`config.mk`:
```
export PLATFORM = sky130hd
export DESIGN_NAME = ps2_mouse_tx
export DESIGN_NICKNAME = d
export VERILOG_FILES = /design/src/rtl/ps2_mouse_tx.sv
export SDC_FILE = /design/constraint.sdc
export NUM_CORES = 1
export LEC_CHECK = 0
export BUFFER_PORTS_ARGS = -buffer_cell sky130_fd_sc_hd__buf_4
export CORE_AREA = 2 2 88 90
export CTS_BUF_LIST = sky130_fd_sc_hd__clkbuf_4
export DETAILED_ROUTE_END_ITERATION = 12
export DIE_AREA = 0 0 90 92
export PLACE_DENSITY = 0.82
export SLEW_MARGIN = 5
export SYNTH_ARGS = -nofsm -noshare
export SYNTH_HDL_FRONTEND = slang
export SYNTH_SLANG_ARGS = --single-unit
```
`constraint.sdc`:
```
create_clock -name clk -period 2.19 [get_ports clk]
set_clock_uncertainty 0.2 [all_clocks]
set_input_delay 0.3285 -clock clk [delete_from_list [all_inputs] [get_ports clk]]
set_output_delay 0.3285 -clock clk [all_outputs]
set_load 0.005 [all_outputs]
```
`src/rtl/ps2_mouse_tx.sv`:
```
// Device-side PS/2 transmitter: byte FIFO feeding an 11-bit frame serializer
// that drives emulated ps2_clk/ps2_data, advancing only on the 2x bit-rate tick.
module ps2_mouse_tx #(
    parameter int AW        = 3,
    parameter int GAP_TICKS = 8
) (
    input  logic       clk,
    input  logic       reset,
    input  logic       tick,
    input  logic       wr,
    input  logic [7:0] din,
    input  logic       inhibit,
    output logic       full,
    output logic       empty,
    output logic       busy,
    output logic       overflow,
    output logic       ps2_clk,
    output logic       ps2_data
);
    localparam int DEPTH = 2 ** AW;
    localparam int GW    = $clog2(GAP_TICKS + 1);

    typedef enum logic [1:0] {IDLE, HIGH, LOW, GAP} state_t;

    state_t          state_q, state_d;
    logic [10:0]     sreg_q, sreg_d;
    logic [3:0]      bit_cnt_q, bit_cnt_d;
    logic [GW-1:0]   gap_q, gap_d;
    logic            clk_q, clk_d;
    logic            data_q, data_d;
    logic            ovf_q, ovf_d;
    logic [AW:0]     wr_ptr_q, wr_ptr_d;
    logic [AW:0]     rd_ptr_q, rd_ptr_d;
    logic [7:0]      mem_q [DEPTH];
    logic [7:0]      head;
    logic            push, pop;

    // Extra pointer MSB distinguishes full from empty when the indices match.
    assign empty = (wr_ptr_q == rd_ptr_q);
    assign full  = (wr_ptr_q == {~rd_ptr_q[AW], rd_ptr_q[AW-1:0]});
    assign head  = mem_q[rd_ptr_q[AW-1:0]];
    assign push  = wr && !full;

    assign busy     = (state_q == HIGH) || (state_q == LOW);
    assign overflow = ovf_q;
    assign ps2_clk  = clk_q;
    assign ps2_data = data_q;

    always_comb begin
        wr_ptr_d = wr_ptr_q + {{AW{1'b0}}, push};
        rd_ptr_d = rd_ptr_q + {{AW{1'b0}}, pop};
        ovf_d    = ovf_q | (wr & full);
    end

    always_comb begin
        state_d   = state_q;
        sreg_d    = sreg_q;
        bit_cnt_d = bit_cnt_q;
        gap_d     = gap_q;
        clk_d     = clk_q;
        data_d    = data_q;
        pop       = 1'b0;
        case (state_q)
            IDLE: begin
                if (tick && !empty && !inhibit) begin
                    sreg_d    = {1'b1, ~^head, head, 1'b0};
                    bit_cnt_d = 4'd0;
                    data_d    = 1'b0;
                    clk_d     = 1'b1;
                    state_d   = HIGH;
                end
            end
            HIGH, LOW: begin
                // Inhibit aborts immediately; the byte stays at the FIFO head.
                if (inhibit) begin
                    clk_d   = 1'b1;
                    data_d  = 1'b1;
                    gap_d   = GW'(GAP_TICKS);
                    state_d = GAP;
                end else if (tick && state_q == HIGH) begin
                    clk_d   = 1'b0;
                    state_d = LOW;
                end else if (tick) begin
                    clk_d = 1'b1;
                    if (bit_cnt_q == 4'd10) begin
                        data_d  = 1'b1;
                        pop     = 1'b1;
                        gap_d   = GW'(GAP_TICKS);
                        state_d = GAP;
                    end else begin
                        sreg_d    = {1'b1, sreg_q[10:1]};
                        bit_cnt_d = bit_cnt_q + 4'd1;
                        data_d    = sreg_q[1];
                        state_d   = HIGH;
                    end
                end
            end
            GAP: begin
                clk_d  = 1'b1;
                data_d = 1'b1;
                if (tick) begin
                    if (gap_q <= GW'(1)) begin
                        gap_d   = '0;
                        state_d = IDLE;
                    end else begin
                        gap_d = gap_q - GW'(1);
                    end
                end
            end
            default: state_d = IDLE;
        endcase
    end

    always_ff @(posedge clk) begin
        if (reset) begin
            state_q   <= IDLE;
            sreg_q    <= '1;
            bit_cnt_q <= '0;
            gap_q     <= '0;
            clk_q     <= 1'b1;
            data_q    <= 1'b1;
            ovf_q     <= 1'b0;
            wr_ptr_q  <= '0;
            rd_ptr_q  <= '0;
        end else begin
            state_q   <= state_d;
            sreg_q    <= sreg_d;
            bit_cnt_q <= bit_cnt_d;
            gap_q     <= gap_d;
            clk_q     <= clk_d;
            data_q    <= data_d;
            ovf_q     <= ovf_d;
            wr_ptr_q  <= wr_ptr_d;
            rd_ptr_q  <= rd_ptr_d;
        end
    end

    always_ff @(posedge clk) begin
        if (push) mem_q[wr_ptr_q[AW-1:0]] <= din;
    end

endmodule

```
==> metrics.yaml, run 1 <==
outcome: "finished with violations"
violations: "setup timing"
antenna_found_initial: 0
holdPathEnd: "bit_cnt_q[1]"
final_area_um2: 5100
ir_worst_vdd_v: 0.000522
dieArea_um2: 8280
hold_path_depth: 2
drive_gt1_share_pct: 35.3
finalWeightedCongestion: 0.781
syn_area_per_cell_um2: 13.9
finalWorstPathRequiredPeriod_ns: 2.32
power.leakage_nw: 1.78
port_buffers: 18
min_from: "reset"
reg2reg_depth: 8
htreeDepth: 3
synth-main-ff-cell: "edfxtp_1"
place_area_um2: 4500
cts_root_buf: "clkbuf_4"
clk_pin_slew_worst_paths_ns: 0.17
grt_max_degree: 30
layout.cells.non_filler: 456
grt_use_total_pct: 20.1
path_class: "register to output pin"
synthArstFlopShare_pct: 0
fin_ws_ns: -0.135
min_path_type: "input port to register"
wl_per_cell_um: 18.1
syn_nets: 321
yosys_warnings: 0
drt_iter0_markers: 127
dp_cells: 425
fin_util_pct: 68.5
cp.required_ns: 1.66
finalHoldViolCount: 0
io_pins: 19
area_growth_pct: 24.0
first_pass_iters: 4
ys_seq_area_share_pct: 61.3
cts_tree: "yes"
cp-end-kind: "output pin"
synth_area_um2: 4120
crit_arrival_ns: 1.80
wl_mm: 8.27
cts_buffers: 9
clk_latency_ns: 0.46
powerDensity_nw_per_um2: 668
timing.hold.ws_ns: 0.0261
synth_edf_count: 64
die_x_um: 90
rows: 32
synth-seq-cells: 94
fin_crit_sh_pct: 106
critPathLaunchType: "register"
nFillCells: 533
critPathMaxFanout: 2
via_per_inst: 5.61
relSlewSlack_pct: 63.6
cts_sinks: 94
core_area_um2: 7450
postSynthCellCount: 297
grt_overflow_total: 0
r2r_slack_ns: -0.07
maxCapViolCount: 0
slew_violations: 0
regToRegStartpoint: "rd_ptr_q[0]"
antenna-diode-count: 0
pre_cts_slack_ns: -0.276
start_util_pct: 55.3
drc: 0
ant_nets: 0
timing.fmax_mhz: 430
dp_hpwl_mm: 5.25
worst_pin_slew_ns: 0.541
clk_path_buf_depth: 2
grt_setup_unrepaired: "yes"
die_y_um: 92
r2r-end: "sreg_q[9]"
ys_types: 42
vias: 2556
grt_pass1_vias: 2539
setup_violations: 6
finalNetCount: 373
grt_pass1_wl_mm: 12.7
-- critical path, stage by stage (launching register included) --
cell     delay [ns]
dfxtp_2        0.36
xor2_2         0.17
or3_4          0.42
nor2b_4        0.18
buf_6          0.13
buf_6          0.08
-- stage by stage --
stage               power (W)  setup TNS (ns)
global placement      0.00237           -5.48
global route          0.00353           -1.13
detailed placement    0.00239          -12.90
floorplan             0.00226               0
CTS                   0.00338          -0.223
finish                0.00341          -0.346
-- power breakdown --
group / leakage, nW / internal (W) / switching [W]
sequential: 0.830 / 0.00196 / 0.0000302
combinational: 0.875 / 0.000230 / 0.000232
clock: 0.0805 / 0.000279 / 0.000683
total: 1.78 / 0.00247 / 0.000945
-- flip-flops by register name (all words and copies together) (netlist names) --
register   count
bit_cnt_q      4
gap_q          4
mem_q         64
overflow       1
ps2_clk        1
ps2_data       1
rd_ptr_q       4
sreg_q         9
state_q        2
wr_ptr_q       4
-- final cells by class --
class                   instances  area, um^2  share of cell area, %
flip-flops and latches         94        2540                   49.7
well taps                     102         128                   2.50
inverters                      10        37.5                  0.735
multi-input cells             178        1730                   33.9
clock inverters                 7        81.3                   1.59
clock buffers                   9        67.6                   1.32
repair buffers                 56         523                   10.2
-- kinds of logic after synthesis --
group,count (synthesis),synth area share (%)
AOI/OAI and AO/OA,39,6.11
xor gates and xnor gates,18,4.01
adders and majority gates,11,3.34
buffers and inverters,25,3.28
DFF,94,61.3
muxes,27,12.3
and+or+nand+nor,83,9.70
-- synth_stat cells, types with 2 or more instances --
cell type,number,share of area [%]
nand2b_1,7,1.1
buf_2,5,0.61
nor3_1,5,0.61
o21ai_0,5,0.61
mux4_2,11,6.0
ha_1,11,3.3
mux2i_1,6,1.5
clkbuf_1,6,0.55
a211o_1,8,1.7
or3_1,3,0.46
mux2i_2,4,1.3
nand4b_1,2,0.43
nand2_1,3,0.27
inv_1,10,0.91
xnor2_1,10,2.1
xor2_1,7,1.5
nor2b_1,6,0.91
nor2_1,46,4.2
mux4_1,5,3.2
a21oi_1,19,2.3
nand3_1,4,0.49
nor3b_1,2,0.36
edfxtp_1,64,47
dfxtp_1,30,15
-- placed cells by master (no fill, tap or decap), types with 4 or more instances in the layout --
cell type | netlist | layout
edfxtp_1 | 64 | 64
nor2_1 | 46 | 38
buf_4 | 0 | 36
dfxtp_1 | 30 | 21
a21oi_1 | 19 | 18
mux4_2 | 11 | 15
inv_1 | 10 | 10
clkbuf_4 | 0 | 9
dlygate4sd3_1 | 0 | 9
a211o_1 | 8 | 8
ha_1 | 11 | 8
dfxtp_2 | 0 | 8
nor2_4 | 0 | 7
xnor2_1 | 10 | 7
nand2b_1 | 7 | 6
mux2i_4 | 0 | 6
buf_6 | 1 | 6
xor2_1 | 7 | 5
o21ai_0 | 5 | 5
nand3_1 | 4 | 4
xnor2_2 | 1 | 4
nor2b_1 | 6 | 4
buf_12 | 1 | 4
-- worst max-delay path by stage --
stage / end / slack (ns) / from / cells after the start
2_1_floorplan: wr_ptr_q[1] / 0.01 / wr_ptr_q[2] / 8
3_3_place_gp: sreg_q[9] / -0.20 / rd_ptr_q[0] / 8
3_5_place_dp: mem_q[6][3] / -0.28 / wr_ptr_q[0] / 6
4_1_cts: sreg_q[9] / -0.08 / rd_ptr_q[0] / 8
5_1_grt: full / -0.17 / wr_ptr_q[0] / 5
6_report: full / -0.13 / wr_ptr_q[1] / 5
-- timing repair --
action | 4_1_cts | 5_1_grt
setup endpoints to repair | 71 | 87
endpoints found under the hold margin | 65 | 0
hold buffers | 9 | 0
resized for setup | 48 | 26
setup buffers | 3 | 3
pin swaps | 16 | 23
-- layer usage --
metal	up-vias	GRT usage, %	routed length (um)
li1	1204	-	-
met1	1275	25.4	3540
met2	66	34.6	4290
met3	11	5.01	304
met4	0	6.03	130
met5	-	0	0
Note: power is estimated with default switching activity, not from simulation.
==> inputs of run 2 (changes only) <==
--- a/config.mk
+++ b/config.mk
@@ -6,11 +6,12 @@
 export NUM_CORES = 1
 export LEC_CHECK = 0
 export BUFFER_PORTS_ARGS = -buffer_cell sky130_fd_sc_hd__buf_4
-export CORE_AREA = 2 2 88 90
+export CORE_AREA = 2 2 121 123
 export CTS_BUF_LIST = sky130_fd_sc_hd__clkbuf_4
 export DETAILED_ROUTE_END_ITERATION = 12
-export DIE_AREA = 0 0 90 92
-export PLACE_DENSITY = 0.82
+export DIE_AREA = 0 0 123 125
+export GPL_TIMING_DRIVEN = 0
+export PLACE_DENSITY = 0.51
 export SLEW_MARGIN = 5
 export SYNTH_ARGS = -nofsm -noshare
 export SYNTH_HDL_FRONTEND = slang
==> run 2 against run 1 <==
Compared with the run above:
- the flow still finishes with violations (setup timing)
- die area increased by 86%
- final area increased by 3.6%
- worst hold slack improved by 0.037 ns
- clock power decreased by 7.8%
- via count decreased by 0.20%
- maximum frequency decreased by 1.2%
- setup slack got worse by 0.029 ns
- core utilization decreased by 31 points
- critical endpoint unchanged
==> metrics.yaml, run 2 (same netlist as run 1, synthesis figures left out) <==
grt_setup_unrepaired: "yes"
htreeDepth: 3  # unchanged
largest_register_ffs: 64  # unchanged
clk_pin_slew_worst_paths_ns: 0.15  # -0.02 ns
antenna-diode-count: 0  # unchanged
vias: 2551  # -0.20%
wl_mm: 8.63  # +4.4%
ir_worst_vdd_v: 0.000518  # -0.76%
cts_buffers: 9  # unchanged
layout_common_cells: "edfxtp_1 (64), nor2_1 (39), buf_4 (32)"
drc: 0  # unchanged
ant_nets: 0  # unchanged
dp_cells: 498  # +17%
start_util_pct: 29.0  # -26 points
setup_tns_ns: -3.66  # -3.32 ns
die_x_um: 123  # +37%
grt_use_total_pct: 11.9  # -8.2 points
wl_per_cell_um: 15.9  # -13%
cts_tree: "yes"
clk_latency_ns: 0.47  # about the same
finalWorstPathRequiredPeriod_ns: 2.35  # +0.0289 ns
outcome: "finished with violations"
maxCapViolCount: 0  # unchanged
fin_ws_ns: -0.164  # -0.0289 ns
violations: "setup timing"
port_buffers: 17  # -1
grt_pass1_vias: 2554  # +0.59%
drt_iter0_markers: 140  # +10%
via_per_inst: 4.69  # -16%
core_area_um2: 14200  # +91%
area_growth_pct: 28.4
setup_violations: 68  # +62
layout.cells.non_filler: 544  # +19%
critPathLaunchType: "register"
layout_commonest_cell: "edfxtp_1"
fin_crit_sh_pct: 107  # +1.3 points
antenna_found_initial: 0  # unchanged
grt_max_degree: 18  # -40%
slew_violations: 0  # unchanged
drive_gt1_share_pct: 32.8  # -2.5 points
path_class: "register to output pin"
finalHoldViolCount: 0  # unchanged
grt_pass1_wl_mm: 13.7  # +7.8%
critPathMaxFanout: 3  # +1
cts_sinks: 94  # unchanged
crit_arrival_ns: 1.83  # +0.03 ns
cp.required_ns: 1.66  # about the same
cts_root_buf: "clkbuf_4"
timing.fmax_mhz: 425  # -1.2%
finalNetCount: 379  # +1.6%
die_y_um: 125  # +36%
place_area_um2: 4480  # -0.39%
finalWeightedCongestion: 0.724  # -7.3%
powerDensity_nw_per_um2: 631  # -5.6%
timing.hold.ws_ns: 0.0633  # +0.0372 ns
final_area_um2: 5290  # +3.6%
dieArea_um2: 15400  # +86%
dp_hpwl_mm: 5.30  # +0.79%
io_pins: 19  # unchanged
min_path_type: "input port to register"
worst_pin_slew_ns: 0.552  # +0.0116 ns
first_pass_iters: 4  # unchanged
rows: 44  # +38%
relSlewSlack_pct: 63.2  # -0.47 points
cp-end-kind: "output pin"
clk_path_buf_depth: 2  # unchanged
power.leakage_nw: 1.81  # +1.5%
grt_overflow_total: 0  # unchanged
## run 2: cell type report
class                      instances  area, um^2
buffer                            14         126
fill                            1381        8920
multi-input combinational        178        1730
inverter                          10        37.5
timing repair buffer              48         508
clock buffer                       9        67.6
sequential                        94        2530
tap                              184         230
clock inverter                     7        55.1
## run 2: critical path, cell delays in order (launching register included)
cell and delay (ns):
dfxtp_2 0.37, buf_8 0.12, xor2_2 0.17, or3_4 0.44, nor2b_4 0.15, buf_6 0.11
## run 2: path summary, 6_finish.rpt
kind          startpoint     endpoint  slack (ns)  cells after the start
max          rd_ptr_q[1]         full       -0.16                      5
min                reset     gap_q[1]        0.06                      2
max reg2reg  rd_ptr_q[1]  wr_ptr_q[1]       -0.13                      9
min reg2reg    sreg_q[5]    sreg_q[5]        0.28                      1
## run 2: stage by stage
step	power [W]	utilization [%]	worst slack (ns)
6_report	0.00333	37.2	-0.164
5_1_grt	0.00348	37.2	-0.233
4_1_cts	0.00333	35.7	-0.220
3_5_place_dp	0.00237	31.6	-0.644
3_3_place_gp	0.00237	31.6	-0.608
2_1_floorplan	0.00226	-	0.0146
## run 2: repair_timing
| item | in CTS | in global routing |
|---|---|---|
| setup endpoints to repair | 91 | 92 |
| pin swaps | 8 | 6 |
| hold endpoints to repair | 65 | 0 |
| resized for setup | 48 | 30 |
| gates cloned | 0 | 1 |
| setup buffers | 11 | 10 |
| hold buffers | 9 | 0 |
## run 2: power breakdown
group / internal [W] / switching (W)
Clock: 0.000251 / 0.000636
Combinational: 0.000227 / 0.000232
Sequential: 0.00196 / 0.0000321
## run 2: routing by layer
metal | vias up | part of all wire, % | global-route usage, %
li1 | 1214 | - | -
met1 | 1268 | 46 | 15.4
met2 | 54 | 49 | 19.1
met3 | 15 | 3.7 | 3.38
met4 | 0 | 2.0 | 4.14
met5 | - | 0 | 0
==> inputs of run 3 (changes only) <==
--- a/config.mk
+++ b/config.mk
@@ -6,12 +6,11 @@
 export NUM_CORES = 1
 export LEC_CHECK = 0
 export BUFFER_PORTS_ARGS = -buffer_cell sky130_fd_sc_hd__buf_4
-export CORE_AREA = 2 2 121 123
-export CTS_BUF_LIST = sky130_fd_sc_hd__clkbuf_4
+export CORE_AREA = 2 2 105 107
 export DETAILED_ROUTE_END_ITERATION = 12
-export DIE_AREA = 0 0 123 125
+export DIE_AREA = 0 0 107 109
 export GPL_TIMING_DRIVEN = 0
-export PLACE_DENSITY = 0.51
+export PLACE_DENSITY = 0.65
 export SLEW_MARGIN = 5
 export SYNTH_ARGS = -nofsm -noshare
 export SYNTH_HDL_FRONTEND = slang
==> run 3 against run 2 <==
Compared with the run above:
- the run still ends with setup timing left
- clock-buffer cell count unchanged
- power up 6.7%
- worst hold slack better by 0.085 ns
- combinational power down 1%
- maximum frequency up 2.7%
- largest cell class unchanged
- largest power group unchanged
==> metrics.yaml, run 3 (same netlist as run 1, synthesis figures left out) <==
cts_root_buf: "clkbuf_8"
drt_iter0_markers: 105  # -25%
power.leakage_nw: 1.79  # -1.4%
cp_top_family: "simple AND/OR/NAND/NOR gates"
cp.required_ns: 1.66  # about the same
vias: 2527  # -0.94%
wl_per_cell_um: 16.9  # +6.3%
p_total_w: 0.00356  # +6.7%
grt_overflow_total: 0  # unchanged
slowest_delay_ns: 0.38  # -0.06 ns
setup_violations: 46  # -32%
worst_pin_slew_ns: 0.515  # -0.0377 ns
highest_layer: "met4"
relSlewSlack_pct: 65.7  # +2.5 points
powerDensity_nw_per_um2: 674  # +6.9%
cp.buffers_inverters: 2  # unchanged
finalHoldViolCount: 0  # unchanged
cts_tree: "yes"
crit_arrival_ns: 1.76  # -0.07 ns
drive_gt1_share_pct: 33.7  # +0.94 points
grt_pass1_vias: 2627  # +2.9%
cts_buffers: 9  # unchanged
finalWeightedCongestion: 0.810  # +12%
violations: "setup timing"
start_util_pct: 38.8  # +9.8 points
wl_met1_mm: 3.65  # -7.1%
grt_setup_unrepaired: "yes"
core_area_um2: 10600  # -25%
io_pins: 19  # unchanged
dp_hpwl_mm: 4.94  # -6.6%
antenna-diode-count: 0  # unchanged
clk_pin_slew_worst_paths_ns: 0.10  # -0.05 ns
finalWorstPathRequiredPeriod_ns: 2.29  # -0.0609 ns
wl_met3_um: 251  # -22%
crit_chain: "clkbuf_16 -> xor2_4 -> or3_4 -> nor2_1 -> buf_4"
critPathLaunchType: "register"
path_class: "register to output pin"
dieArea_um2: 11700  # -24%
critPathMaxFanout: 4  # +1
finalNetCount: 366  # -3.4%
cts_sinks: 94  # unchanged
fin_crit_sh_pct: 105  # -2.8 points
htreeDepth: 3  # unchanged
antenna_found_initial: 0  # unchanged
timing.fmax_mhz: 436  # +2.7%
cp-end-kind: "output pin"
min_path_type: "input port to register"
clk_latency_ns: 0.37  # -0.10 ns
maxCapViolCount: 0  # unchanged
wl_met2_mm: 4.13  # -1.7%
ant_nets: 0  # unchanged
crit_slowest_cell: "dfxtp_4"
first_pass_iters: 5  # +1
slew_violations: 0  # unchanged
rows: 38  # -14%
fin_ws_ns: -0.103  # +0.0609 ns
layout_commonest_cell: "edfxtp_1"
pre_cts_slack_ns: -0.597  # +0.0471 ns
largest_register_ffs: 64  # unchanged
drc: 0  # unchanged
ir_worst_vdd_v: 0.000559  # +7.8%
outcome: "finished with violations"
die_x_um: 107  # -13%
via_per_inst: 5.19  # +11%
grt_use_total_pct: 15.2  # +3.3 points
grt_pass1_wl_mm: 13.1  # -3.9%
clk_path_buf_depth: 2  # unchanged
port_buffers: 17  # unchanged
die_y_um: 109  # -13%
wl_mm: 8.21  # -4.9%
layout_common_cells: "edfxtp_1 (64), nor2_1 (38), dfxtp_1 (24)"
grt_max_degree: 19  # +1
area_growth_pct: 28.1
run 3: report_power, final:
group | switching, W | internal, W | leakage (nW)
clock | 0.000671 | 0.000440 | 0.0989
combinational | 0.000227 | 0.000226 | 0.858
sequential | 0.0000384 | 0.00195 | 0.829
total | 0.000936 | 0.00262 | 1.79
run 3: worst paths after layout:
check | start | endpoint | slack (ns) | cells after the start
max | rd_ptr_q[0] | empty | -0.10 | 5
min | reset | gap_q[1] | 0.15 | 2
max reg2reg | rd_ptr_q[0] | sreg_q[9] | -0.07 | 8
min reg2reg | sreg_q[4] | sreg_q[4] | 0.28 | 1
run 3: through the flow:
step | cells | TNS, ns | hold slack [ns] | area [um^2] | util [%]
global route | 487 | -5.11 | 0.189 | 5270 | 49.7
floorplan | 297 | 0 | 0.227 | 4130 | -
detailed placement | 454 | -38.96 | 0.255 | 4430 | 41.8
global placement | 454 | -34.04 | 0.246 | 4430 | 41.8
CTS | 486 | -1.33 | 0.154 | 5080 | 47.9
finish | 487 | -1.78 | 0.148 | 5270 | 49.7
run 3: timing repair:
action,4_1_cts,5_1_grt
gates cloned,0,2
resized for setup,46,40
setup endpoints to repair,90,88
pin swaps,9,28
hold buffers,9,0
endpoints found under the hold margin,65,0
buffers inserted,9,4
run 3: layout make-up:
cell class,count,area [um^2]
inverter,10,37.5
tap,140,175
timing repair buffer,37,414
multi-input combinational,178,1800
buffer,12,114
clock buffer,9,124
clock inverter,7,67.6
fill,879,5330
sequential,94,2540
run 3: layer usage:
| metal | up-vias | GRT usage, % |
|---|---|---|
| li1 | 1187 | - |
| met1 | 1277 | 18.8 |
| met2 | 45 | 26.0 |
| met3 | 18 | 3.41 |
| met4 | 0 | 6.31 |
| met5 | - | 0 |
